`src/rtl/flag_fifo_buf_regfile.sv`:
```
// W x DEPTH storage for flag_fifo_buf.
// Synchronous write port and asynchronous read port. There is no reset:
// the parent gates the read data with its empty flag.
module fifo_regfile #(
   parameter int W      = 8,
   parameter int ADDR_W = 2
) (
   input  logic              i_clk,
   input  logic              i_we,
   input  logic [ADDR_W-1:0] i_waddr,
   input  logic [W-1:0]      i_wdata,
   input  logic [ADDR_W-1:0] i_raddr,
   output logic [W-1:0]      o_rdata
);
   localparam int DEPTH = 1 << ADDR_W;

   logic [W-1:0] r_mem [DEPTH];

   // write port: store the word at the write address when enabled
   always_ff @(posedge i_clk) begin
      if (i_we) r_mem[i_waddr] <= i_wdata;
   end

   assign o_rdata = r_mem[i_raddr];
endmodule

```
`src/rtl/flag_fifo_buf.sv`:
```
// DEPTH-entry first-word-fall-through FIFO with status and sticky error flags.
// The occupancy count is held explicitly, and full/empty are decoded from it.
// Every output is decoded or muxed from registered state.
module flag_fifo_buf #(
   parameter int W         = 8,
   parameter int ADDR_W    = 2,
   parameter int AF_THRESH = 3,
   parameter int OVERWRITE = 0
) (
   input  logic            i_clk,
   input  logic            i_reset,
   input  logic            i_wr,
   input  logic [W-1:0]    i_din,
   input  logic            i_rd,
   input  logic            i_clr_err,
   output logic [W-1:0]    o_dout,
   output logic            o_empty,
   output logic            o_full,
   output logic            o_almost_full,
   output logic [ADDR_W:0] o_count,
   output logic            o_ovr,
   output logic            o_udr
);
   localparam int DEPTH = 1 << ADDR_W;
   localparam logic [ADDR_W:0]   CNT_FULL = (ADDR_W+1)'(DEPTH);
   localparam logic [ADDR_W:0]   CNT_AF   = (ADDR_W+1)'(AF_THRESH);
   localparam logic [ADDR_W:0]   CNT_ONE  = (ADDR_W+1)'(1);
   localparam logic [ADDR_W-1:0] PTR_ONE  = ADDR_W'(1);

   logic [ADDR_W-1:0] r_wr_ptr, r_rd_ptr;
   logic [ADDR_W:0]   r_count;
   logic              r_ovr, r_udr;

   logic              w_empty, w_full, w_ow;
   logic              w_do_wr, w_do_rd, w_ovr_evt, w_udr_evt;
   logic [W-1:0]      w_rdata;

   assign w_empty = (r_count == '0);
   assign w_full  = (r_count == CNT_FULL);
   assign w_ow    = (OVERWRITE != 0);

   // decode this cycle's accepted write/pop and any error events
   always_comb begin
      w_ovr_evt = 1'b0;
      w_udr_evt = 1'b0;
      w_do_wr   = 1'b0;
      w_do_rd   = 1'b0;
      if (i_wr && i_rd) begin
         // a read on an empty FIFO is ignored, but the write still lands
         w_do_wr   = 1'b1;
         w_do_rd   = !w_empty;
         w_udr_evt = w_empty;
      end else if (i_wr) begin
         // when full, either drop the new word or push out the oldest entry
         w_do_wr   = !w_full || w_ow;
         w_do_rd   = w_full && w_ow;
         w_ovr_evt = w_full;
      end else if (i_rd) begin
         w_do_rd   = !w_empty;
         w_udr_evt = w_empty;
      end
   end

   // pointers and occupancy; a simultaneous write and pop leaves count unchanged
   always_ff @(posedge i_clk or posedge i_reset) begin
      if (i_reset) begin
         r_wr_ptr <= '0;
         r_rd_ptr <= '0;
         r_count  <= '0;
      end else begin
         if (w_do_wr) r_wr_ptr <= r_wr_ptr + PTR_ONE;
         if (w_do_rd) r_rd_ptr <= r_rd_ptr + PTR_ONE;
         if (w_do_wr && !w_do_rd)      r_count <= r_count + CNT_ONE;
         else if (!w_do_wr && w_do_rd) r_count <= r_count - CNT_ONE;
      end
   end

   // sticky error flags; a new event in the same cycle overrides the clear
   always_ff @(posedge i_clk or posedge i_reset) begin
      if (i_reset) begin
         r_ovr <= 1'b0;
         r_udr <= 1'b0;
      end else begin
         r_ovr <= (r_ovr && !i_clr_err) || w_ovr_evt;
         r_udr <= (r_udr && !i_clr_err) || w_udr_evt;
      end
   end

   fifo_regfile #(.W(W), .ADDR_W(ADDR_W)) u_regfile (
      .i_clk   (i_clk),
      .i_we    (w_do_wr),
      .i_waddr (r_wr_ptr),
      .i_wdata (i_din),
      .i_raddr (r_rd_ptr),
      .o_rdata (w_rdata)
   );

   assign o_dout        = w_empty ? '0 : w_rdata;
   assign o_empty       = w_empty;
   assign o_full        = w_full;
   assign o_almost_full = (r_count >= CNT_AF);
   assign o_count       = r_count;
   assign o_ovr         = r_ovr;
   assign o_udr         = r_udr;
endmodule

```
`config.mk`:
```
export PLATFORM = sky130hd
export DESIGN_NAME = flag_fifo_buf
export DESIGN_NICKNAME = d
export VERILOG_FILES = /design/src/rtl/flag_fifo_buf_regfile.sv /design/src/rtl/flag_fifo_buf.sv
export SDC_FILE = /design/constraint.sdc
export NUM_CORES = 1
export LEC_CHECK = 0
export CAP_MARGIN = 20
export CORE_MARGIN = 10
export CORE_UTILIZATION = 45
export CTS_CLUSTER_DIAMETER = 40
export CTS_CLUSTER_SIZE = 30
export DETAILED_ROUTE_END_ITERATION = 7
export PLACE_DENSITY = 0.73
export SYNTH_ARGS = -nofsm -noshare
export SYNTH_HDL_FRONTEND = slang
export SYNTH_SLANG_ARGS = --single-unit
```
`constraint.sdc`:
```
create_clock -name i_clk -period 4.5 [get_ports i_clk]
set_input_delay 0.675 -clock i_clk [delete_from_list [all_inputs] [get_ports i_clk]]
set_output_delay 0.675 -clock i_clk [all_outputs]
set_load 0.02 [all_outputs]
```
* Word-level counts from Yosys, hierarchy flattened
Memory sizes are Yosys's and may differ from the RTL's. Cells that the tools add are included.
Cells by class: add/sub/neg operators 4, order comparisons 1, equality and inequality tests 1, multiplexer cells 15, reductions and logical operators 14
Operator list (count):
- 2-to-1 mux 1 bit | 12
- 2-to-1 mux 8 bit | 1
- 2-to-1 mux 3 bit | 2
- logical AND 1 bit | 5
- logical NOT 1 bit | 5
- adder 2 x 1 -> 2 bit, second input constant | 2
- adder 3 x 1 -> 3 bit, second input constant | 1
- == test 3 bit, second input constant | 1
- greater-or-equal comparator 3 x 2 -> 1 bit, second input constant | 1
- logical NOT 3 bit | 1
- subtractor 3 x 1 -> 3 bit, second input constant | 1
- logical OR 1 bit | 2
- nonzero test 2 bit | 1
Word-level totals: register bits after elaboration 9, bits in writable memories 32, bits of input ports 13, output and inout bits 16, word-level logic and storage cells 41, memories kept 1
Memories:
- u_regfile.r_mem | depth 4, bits a word 8, read ports 1, clocked after Yosys merged registers in 0, wr ports 1, RTL line flag_fifo_buf_regfile.sv:17 | logic [W-1:0] r_mem [DEPTH];

* Logic depth before layout (Yosys ltp)
Gate-level depths: netlist of the first run.
depth after elaboration 8, gate-level depth with buffers 8, mapped depth without buffers 8

* Cells and area by module
A second synthesis of the first run with hierarchy kept.
Unflattened totals: cell total of the unflattened synthesis 92, area, all modules 1684.1 um^2
Modules (own cells, without submodules):
- fifo_regfile | times used 1, cells each 46, area each 1188.6 um^2, sequential area each 960.9 um^2
- flag_fifo_buf | times used 1, cells each 46, area each 495.5 um^2, sequential area each 225.2 um^2

* Least setup slack after synthesis of the first run
OpenSTA, ideal clock, no wires.
path type register to register, start reg r_count[0] (netlist: o_count[0]), end reg r_count[1] (netlist: o_count[1]), setup time 0.125 ns, arrival time 2.077 ns, required time 4.375 ns, path slack 2.299 ns, stages on the path, launching flop included 7, path buffers 0, clock period less this slack 2.201 ns, path through dfrtp_1 > or3b_1 > o21a_4 > ha_1 > inv_1 > fa_1 > mux2_2
On the way: elaborated cells between the ends (all ways) 18, classes of those cells add/sub (2); eq/ne (1); mux (7); reduce/logical (8)
RTL lines:
- from (decl) | RTL line flag_fifo_buf.sv:31 | logic [ADDR_W:0] r_count;
- from (signal assigned) | RTL line flag_fifo_buf.sv:73 | if (w_do_wr && !w_do_rd) r_count <= r_count + CNT_ONE;
- from (signal assigned) | RTL line flag_fifo_buf.sv:74 | else if (!w_do_wr && w_do_rd) r_count <= r_count - CNT_ONE;
- == test 3 bit * | RTL line flag_fifo_buf.sv:39 | assign w_full = (r_count == CNT_FULL);
- logical NOT 1 bit * | RTL line flag_fifo_buf.sv:55 | w_do_wr = !w_full || w_ow;
- 2-to-1 mux 1 bit * | RTL line flag_fifo_buf.sv:53 | end else if (i_wr) begin
- 2-to-1 mux 1 bit * | RTL line flag_fifo_buf.sv:48 | if (i_wr && i_rd) begin
- net u_regfile.i_we | RTL line flag_fifo_buf_regfile.sv:9 | input logic i_we,
- logical NOT 1 bit | RTL line flag_fifo_buf.sv:74
- logical AND 1 bit | RTL line flag_fifo_buf.sv:74
- nonzero test 2 bit (no source line)
The timed path passes the listed nets; every way through them passes the cells marked *. The select of a mux whose other input is x is not followed. A chain may end at the register's enable or synchronous reset.

* Final worst setup path of the first run
start reg r_rd_ptr[0], end out o_dout[6]
On the way: word-level cells in the longest chain between the ends 2
Ends and longest elaborated chain:
- from (decl) | RTL line flag_fifo_buf.sv:30 | logic [ADDR_W-1:0] r_wr_ptr, r_rd_ptr;
- from (signal assigned) | RTL line flag_fifo_buf.sv:72 | if (w_do_rd) r_rd_ptr <= r_rd_ptr + PTR_ONE;
- memory read (4 x 8 bit)
- 2-to-1 mux 8 bit | RTL line flag_fifo_buf.sv:98 | assign o_dout = w_empty ? '0 : w_rdata;
- to (decl) | RTL line flag_fifo_buf.sv:16 | output logic [W-1:0] o_dout,
Every way passes these cells.

==> results.md, run 1 <==
- Outcome: finished, final reports clean
- Skew-Pair Late Insertion Delay: 0.29 ns
- Yosys reg bits: slightly above 40
- CTS H-tree depth: 2
- Power Internal: 1.07 mW
- CP startpoint kind: flip-flop
- # diodes: 0
- Hold crit path type: flip-flop to flip-flop
- Crit Path Class: flip-flop to output port
- R2R Path Start: o_count[0]
- Worst Path Required: approximately 3.8 ns
- DP Area: approximately 0.002 sq mm
- TritonCTS clock tree: yes
- Syn. warnings: 0
- Post-CTS sizing: 0
- Yosys cell types: 23
- Net Sw Frac: 0.314
- Row count: 22
- Final Hold Fails: 0
- Critical Path Sink Type: output port
- RR Endpoint: o_count[2]
- Boundary Pins: 29
- Clock share of power: 0.221
- Synthesis-to-finish area growth: 26.8%
- Initial DRC count: a little under 60
- Setup slack, reg-to-reg: 2.17 ns
- Flop pwr share: 0.386
- Initial core utilization: 0.467
- Hold buffers post-CTS: 0
- Area of the core: 0.00369 sq mm
- Final Core Density: 0.593
- Net Count, Synth: 116
- Final ANT Viol Nets: 0
- Setup Skew: ~0.0065 ns
- Via count: between 800 and 900
- Slew HR: 0.592
- CP Capture Point: o_dout[6]
- Placer congestion estimate: 0.701
- Total power: 1.55 mW
- Mapped Area: approximately 0.0017 sq mm
- Final WL: approximately 3 mm
- Layout cell share with drive strength beyond 1: 0.192
- Max-cap check violation count: 0
- TritonCTS buffer count: 5
- Clock slew at reported path FFs: around 0.07 ns
- Die height: between 80 and 90 um
- PD cells: 711 mW/mm^2
- Period utilization: 0.662
- Worst reg-to-reg path cell count: 8
- Syn avg cell area: about 18 sq um
- Gate Count Post-Synth: 97
- CP arrival: 2.30 ns
- Clock root cell: clkbuf_8
- Clk buf depth: 2
- # setup viols final: 0
- Port Buffers: 28
- Post-synthesis sequential area ratio: 0.688
- Cell leakage power: about 0.8 nW
- Worst Min Path Start: o_count[2]
- Combinational Power Share: 0.394
- Max Fclk: roughly 340 MHz
- DR vias/cell: ~4.9
- Post-layout nets: about 150
- RSZ-0062 raised after global routing: false
- Postcts setup bufs: 0
- Initial antenna violation count: 0
- Largest net degree at the start of global routing: 14
- Max VDD drop: 328 uV
- Minimum clock period: ~3.0 ns
- HPWL Detailed: between 2 and 2.5 mm
- Worst hold margin: around 0.52 ns
- Post-route cell area: 0.00219 sq mm
- Wire per inst: between 15 and 20 um
- Die X: 81.9 um
- Setup TNS: 0 ns
- TritonRoute pass-1 iters: 2
- DRC viols: 0
- CP startpoint: r_rd_ptr[0]
- First-pass GRT wire length: around 4.7 mm
- GRT Overall Usage: 0.0972
- Vias in the first global route: roughly 940
- Critical Path Fanout Max: 10
- Slew @ Worst Pin: approximately 0.61 ns
- Slew Limit Fails: 0
- Switching pwr: ~490 uW
- Sink Count: 41
- Die area: 0.00671 sq mm
- Grt total ovfl: 0
==> Yosys cell counts <==
library cell,n,share of area
edfxtp_1,32,0.56
dfrtp_1,9,0.13
inv_1,9,0.020
and2_1,8,0.029
mux4_2,8,0.10
ha_1,5,0.036
and2_2,4,0.017
xnor2_1,4,0.020
clkbuf_1,2,0.0044
nand2_1,2,0.0044
xor2_1,2,0.010
a21o_2,1,0.0051
buf_2,1,0.0029
fa_1,1,0.012
mux2_2,1,0.0065
mux2_4,1,0.0087
nand3_1,1,0.0029
nor2_1,1,0.0022
o21a_4,1,0.0087
o21ai_0,1,0.0029
o32ai_1,1,0.0051
or3_2,1,0.0044
or3b_1,1,0.0051
==> through the flow <==
| stage | worst slack (ns) | instances |
|---|---|---|
| after floorplan | 2.30 | 97 |
| after global placement | 1.82 | 170 |
| after detailed placement | 1.81 | 170 |
| after CTS | 1.49 | 178 |
| after global routing | 1.35 | 178 |
| final | 1.52 | 178 |
==> power groups by stage <==
stage          Sequential, mW  Clock [mW]  Combinational [mW]
4_1_cts                 0.602       0.346               0.629
3_5_place_dp            0.610           0               0.626
3_3_place_gp            0.603           0               0.610
6_report                0.599       0.343               0.612
5_1_grt                 0.619       0.361               0.661
2_1_floorplan           0.578           0               0.397
==> layout by cell type, fill, tap and decap left out, types with 2 or more instances in the layout <==
cell / Yosys / layout
and2_2: 4 / 4
dfrtp_1: 9 / 9
and2_1: 8 / 8
clkbuf_8: 0 / 5
xnor2_1: 4 / 4
ha_1: 5 / 5
mux4_2: 8 / 8
nand2_1: 2 / 2
xor2_1: 2 / 2
bufinv_16: 0 / 2
inv_1: 9 / 9
edfxtp_1: 32 / 32
clkdlybuf4s50_1: 0 / 28
==> registers in the layout (all words and copies together), names as in the netlist <==
signal	count
o_count	3
o_ovr	1
r_wr_ptr	2
u_regfile.r_mem	32
r_rd_ptr	2
o_udr	1
==> how the worst min path moves through the flow <==
| stage | depth (start not counted) | slack, ns | end |
|---|---|---|---|
| 2_1_floorplan | 1 | 0.50 | o_count[0] |
| 3_3_place_gp | 2 | 0.50 | o_ovr |
| 3_5_place_dp | 1 | 0.52 | o_count[2] |
| 4_1_cts | 1 | 0.53 | o_count[2] |
| 5_1_grt | 1 | 0.56 | o_count[2] |
| 6_report | 1 | 0.52 | o_count[2] |
==> layer usage <==
metal	track usage	vias up	share of wire
met5	0	-	0
met4	0.0510	0	0.019
met3	0.0404	6	0.052
met2	0.165	14	0.55
met1	0.101	442	0.38
li1	-	414	-
==> cell families after synthesis <==
kind of cell / after synthesis / synth area share
buf+inv: 12 / 0.0268
flops: 41 / 0.688
fa+ha+maj: 6 / 0.0479
mux: 10 / 0.120
xor+xnor: 6 / 0.0305
compound gates: 4 / 0.0218
simple gates: 18 / 0.0653
==> worst max-delay path, cell delays in order, from the launching register on <==
cell	delay [ns]
dfrtp_1	0.74
mux4_2	0.57
and2_1	0.17
clkdlybuf4s50_1	0.54
==> layout make-up <==
cell class	count	area, sq um
Sequential cell	41	1190
Fill cell	300	1500
Clock inverter	3	65.1
Inverter	9	33.8
Multi-Input combinational cell	44	492
Tap cell	48	60.1
Timing Repair Buffer	28	280
Clock buffer	5	68.8
Note: power is estimated with default switching activity, not from simulation.
==> run 2, diff against run 1 <==
Clock period 4.5 ns to 3 ns, I/O delays scaled along.
==> results of run 2 <==
Same layout as run 1 (identical final DEF). Status: finished, final reports clean.
Main changes from that run: setup slack after placement 1.81 ns -> 0.532 ns; setup slack after layout 1.52 ns -> 0.248 ns; hold slack 0.522 ns -> 0.413 ns; register-to-register setup slack 2.17 ns -> 0.67 ns; total power 1.55 mW -> 2.33 mW; worst IR drop on VDD 328 uV -> 492 uV
==> run 3, diff against run 2 <==
Settings changed: PLACE_DENSITY 0.73 to 0.69.
==> run 3 against run 2 <==
  * First-iteration DRC count shrank 31%
  * Sequential share of layout area grew 1.0 points
  * Power shrank 6.7%
  * Via count grew 1.8%
  * Clock power shrank 29%
  * Critical path type unchanged
  * Largest power group unchanged
==> results.md, run 3 (same netlist as run 1, synthesis figures left out) <==
- Outcome: finished, final reports clean
- Max VDD drop: approximately 470 uV
- DR vias/cell: 5.01 (+1.8%)
- Max FFs per register: 32 (unchanged)
- Most Used Layer, Global Route: met2
- First-pass GRT wire length: 4.73 mm (+1.5%)
- RSZ-0062 raised after global routing: false
- Most frequent cells in the layout: edfxtp_1, clkdlybuf4s50_1, inv_1, dfrtp_1
- Post-layout nets: 148 (unchanged)
- PD cells: around 1000 mW/mm^2
- Placer congestion estimate: 0.681 (-2.9%)
- Period utilization: 0.917
- DRC viols: 0 (unchanged)
- R2R Path Start: o_count[0]
- Hold buffers post-CTS: 0 (unchanged)
- GR met2 Demand/Resource: 0.170 (+0.00549)
- Setup slack, reg-to-reg: around 0.65 ns
- GRT Overall Usage: 0.0969 (-0.000250)
- Fin worst setup slack: approximately 0.25 ns
- Final Hold Fails: 0 (unchanged)
- Worst Path Required: 2.55 ns
- Die area: 0.00671 sq mm (unchanged)
- Setup Skew: 0.00325 ns (-0.00323 ns)
- CP arrival: 2.30 ns (about the same)
- Met3 Usage GRT: 0.0404 (unchanged)
- Wire per inst: 16.4 um (-1.1%)
- Hold crit path type: input pin to asynchronous set/reset pin
- CP startpoint: r_rd_ptr[0]
- Setup TNS: 0 ns (unchanged)
- # setup viols final: 0 (unchanged)
- CP max stage delay: 0.73 ns (about the same)
- Critical Path Sink Type: output port
- Placement Setup Slack: 0.511 ns
- Max Fclk: 364 MHz
- Max-cap check violation count: 0 (unchanged)
- CP max-delay cell: dfrtp_1
- Commonest non-fill, non-tap cell in the layout: edfxtp_1
- # diodes: 0 (unchanged)
- Critical Path, Cell by Cell: mux4_2 > and2_1 > clkdlybuf4s50_1
- Die height: 81.9 um (unchanged)
- Crit Path Class: flip-flop to output port
- Slew Limit Fails: 0 (unchanged)
- TritonCTS buffer count: 5 (unchanged)
- Grt total ovfl: 0 (unchanged)
- Layout cell share with drive strength beyond 1: 0.192 (unchanged)
- Area of the core: 0.00369 sq mm (unchanged)
- RR Endpoint: o_count[2]
- Final WL: 2.91 mm (-1.1%)
- Postcts setup bufs: 0 (unchanged)
- Final ANT Viol Nets: 0 (unchanged)
- Cell leakage power: 0.784 nW (-2.9%)
- Largest net degree at the start of global routing: 16 (+2)
- Slew @ Worst Pin: 0.603 ns (-0.00849 ns)
- DP Area: 0.00205 sq mm (unchanged)
- Initial antenna violation count: 0 (unchanged)
- GR Layer Usage met1: 0.0997 (-0.00141)
- Via count: 892 (+1.8%)
- Worst reg-to-reg path cell count: 8 (unchanged)
- Die X: 81.9 um (unchanged)
- Skew-Pair Late Insertion Delay: 0.29 ns (about the same)
- Row count: 22 (unchanged)
- Post-CTS sizing: 0 (unchanged)
- Clock root cell: clkbuf_8
- TritonCTS clock tree: yes
- Final Core Density: 0.582 (-0.0109)
- CTS H-tree depth: 2 (unchanged)
- TritonRoute pass-1 iters: 4 (+2)
- Initial DRC count: 40 (-31%)
- Port Buffers: 28 (unchanged)
- Vias in the first global route: 940 (-0.32%)
- Minimum clock period: 2.75 ns
- Synthesis-to-finish area growth: 24.5%
- Initial core utilization: 0.467 (unchanged)
- Critical Path Fanout Max: 10 (unchanged)
- Clock slew at reported path FFs: 0.08 ns (about the same)
- Total power: approximately 2.2 mW
- Slew HR: 0.598 (+0.00566)
- Clk buf depth: 2 (unchanged)
- Sink Count: 41 (unchanged)
- CP startpoint kind: flip-flop
- Post-route cell area: 0.00215 sq mm (-1.8%)
- Largest reg by FF count: u_regfile.r_mem
- Boundary Pins: 29 (unchanged)
- HPWL Detailed: 2.10 mm (-0.19%)
[run 3: changes by cell type in the layout (fill, tap and decap cells not counted), sizes merged]
cell / previous run / this run
inv: 9 / 10
bufinv: 2 / 0
clkinvlp: 0 / 1
[run 3: worst max path at each step]
stage,end,slack [ns],cells after the start
global placement,o_dout[1],0.54,3
CTS,o_dout[3],0.18,3
detailed placement,o_dout[3],0.51,3
floorplan,o_count[1],0.80,6
finish,o_dout[3],0.25,3
global route,o_dout[3],0.09,3
[run 3: critical path: cells and delay by family, from the launching register on]
family                 cells  cell delay, ns
multiplexers               1            0.56
buffers and inverters      1            0.54
flip-flops                 1            0.73
AND/OR/NAND/NOR            1            0.17
[run 3: routing by layer]
metal | up-vias | share of wire
li1 | 416 | -
met1 | 454 | 0.39
met2 | 16 | 0.54
met3 | 6 | 0.054
met4 | 0 | 0.017
met5 | - | 0
[run 3: through the flow]
step / cells / hold slack [ns]
floorplan: 97 / 0.278
global placement: 170 / 0.504
detailed placement: 170 / 0.524
CTS: 178 / 0.423
global route: 178 / 0.442
finish: 178 / 0.421
[run 3: area by class of cell]
cell class              instances  area [sq um]
multi-input cells              44           492
inverters                       9          33.8
fillers                       295          1540
clock buffers                   5          68.8
well taps                      48          60.1
flip-flops and latches         41          1190
clock inverters                 3          25.0
repair buffers                 28           280
[run 3: power by group]
part | leakage [nW] | total, mW | internal [mW] | switching, mW
Combinational | 0.337 | 0.917 | 0.501 | 0.415
Sequential | 0.402 | 0.893 | 0.765 | 0.128
Clock | 0.0447 | 0.366 | 0.168 | 0.199
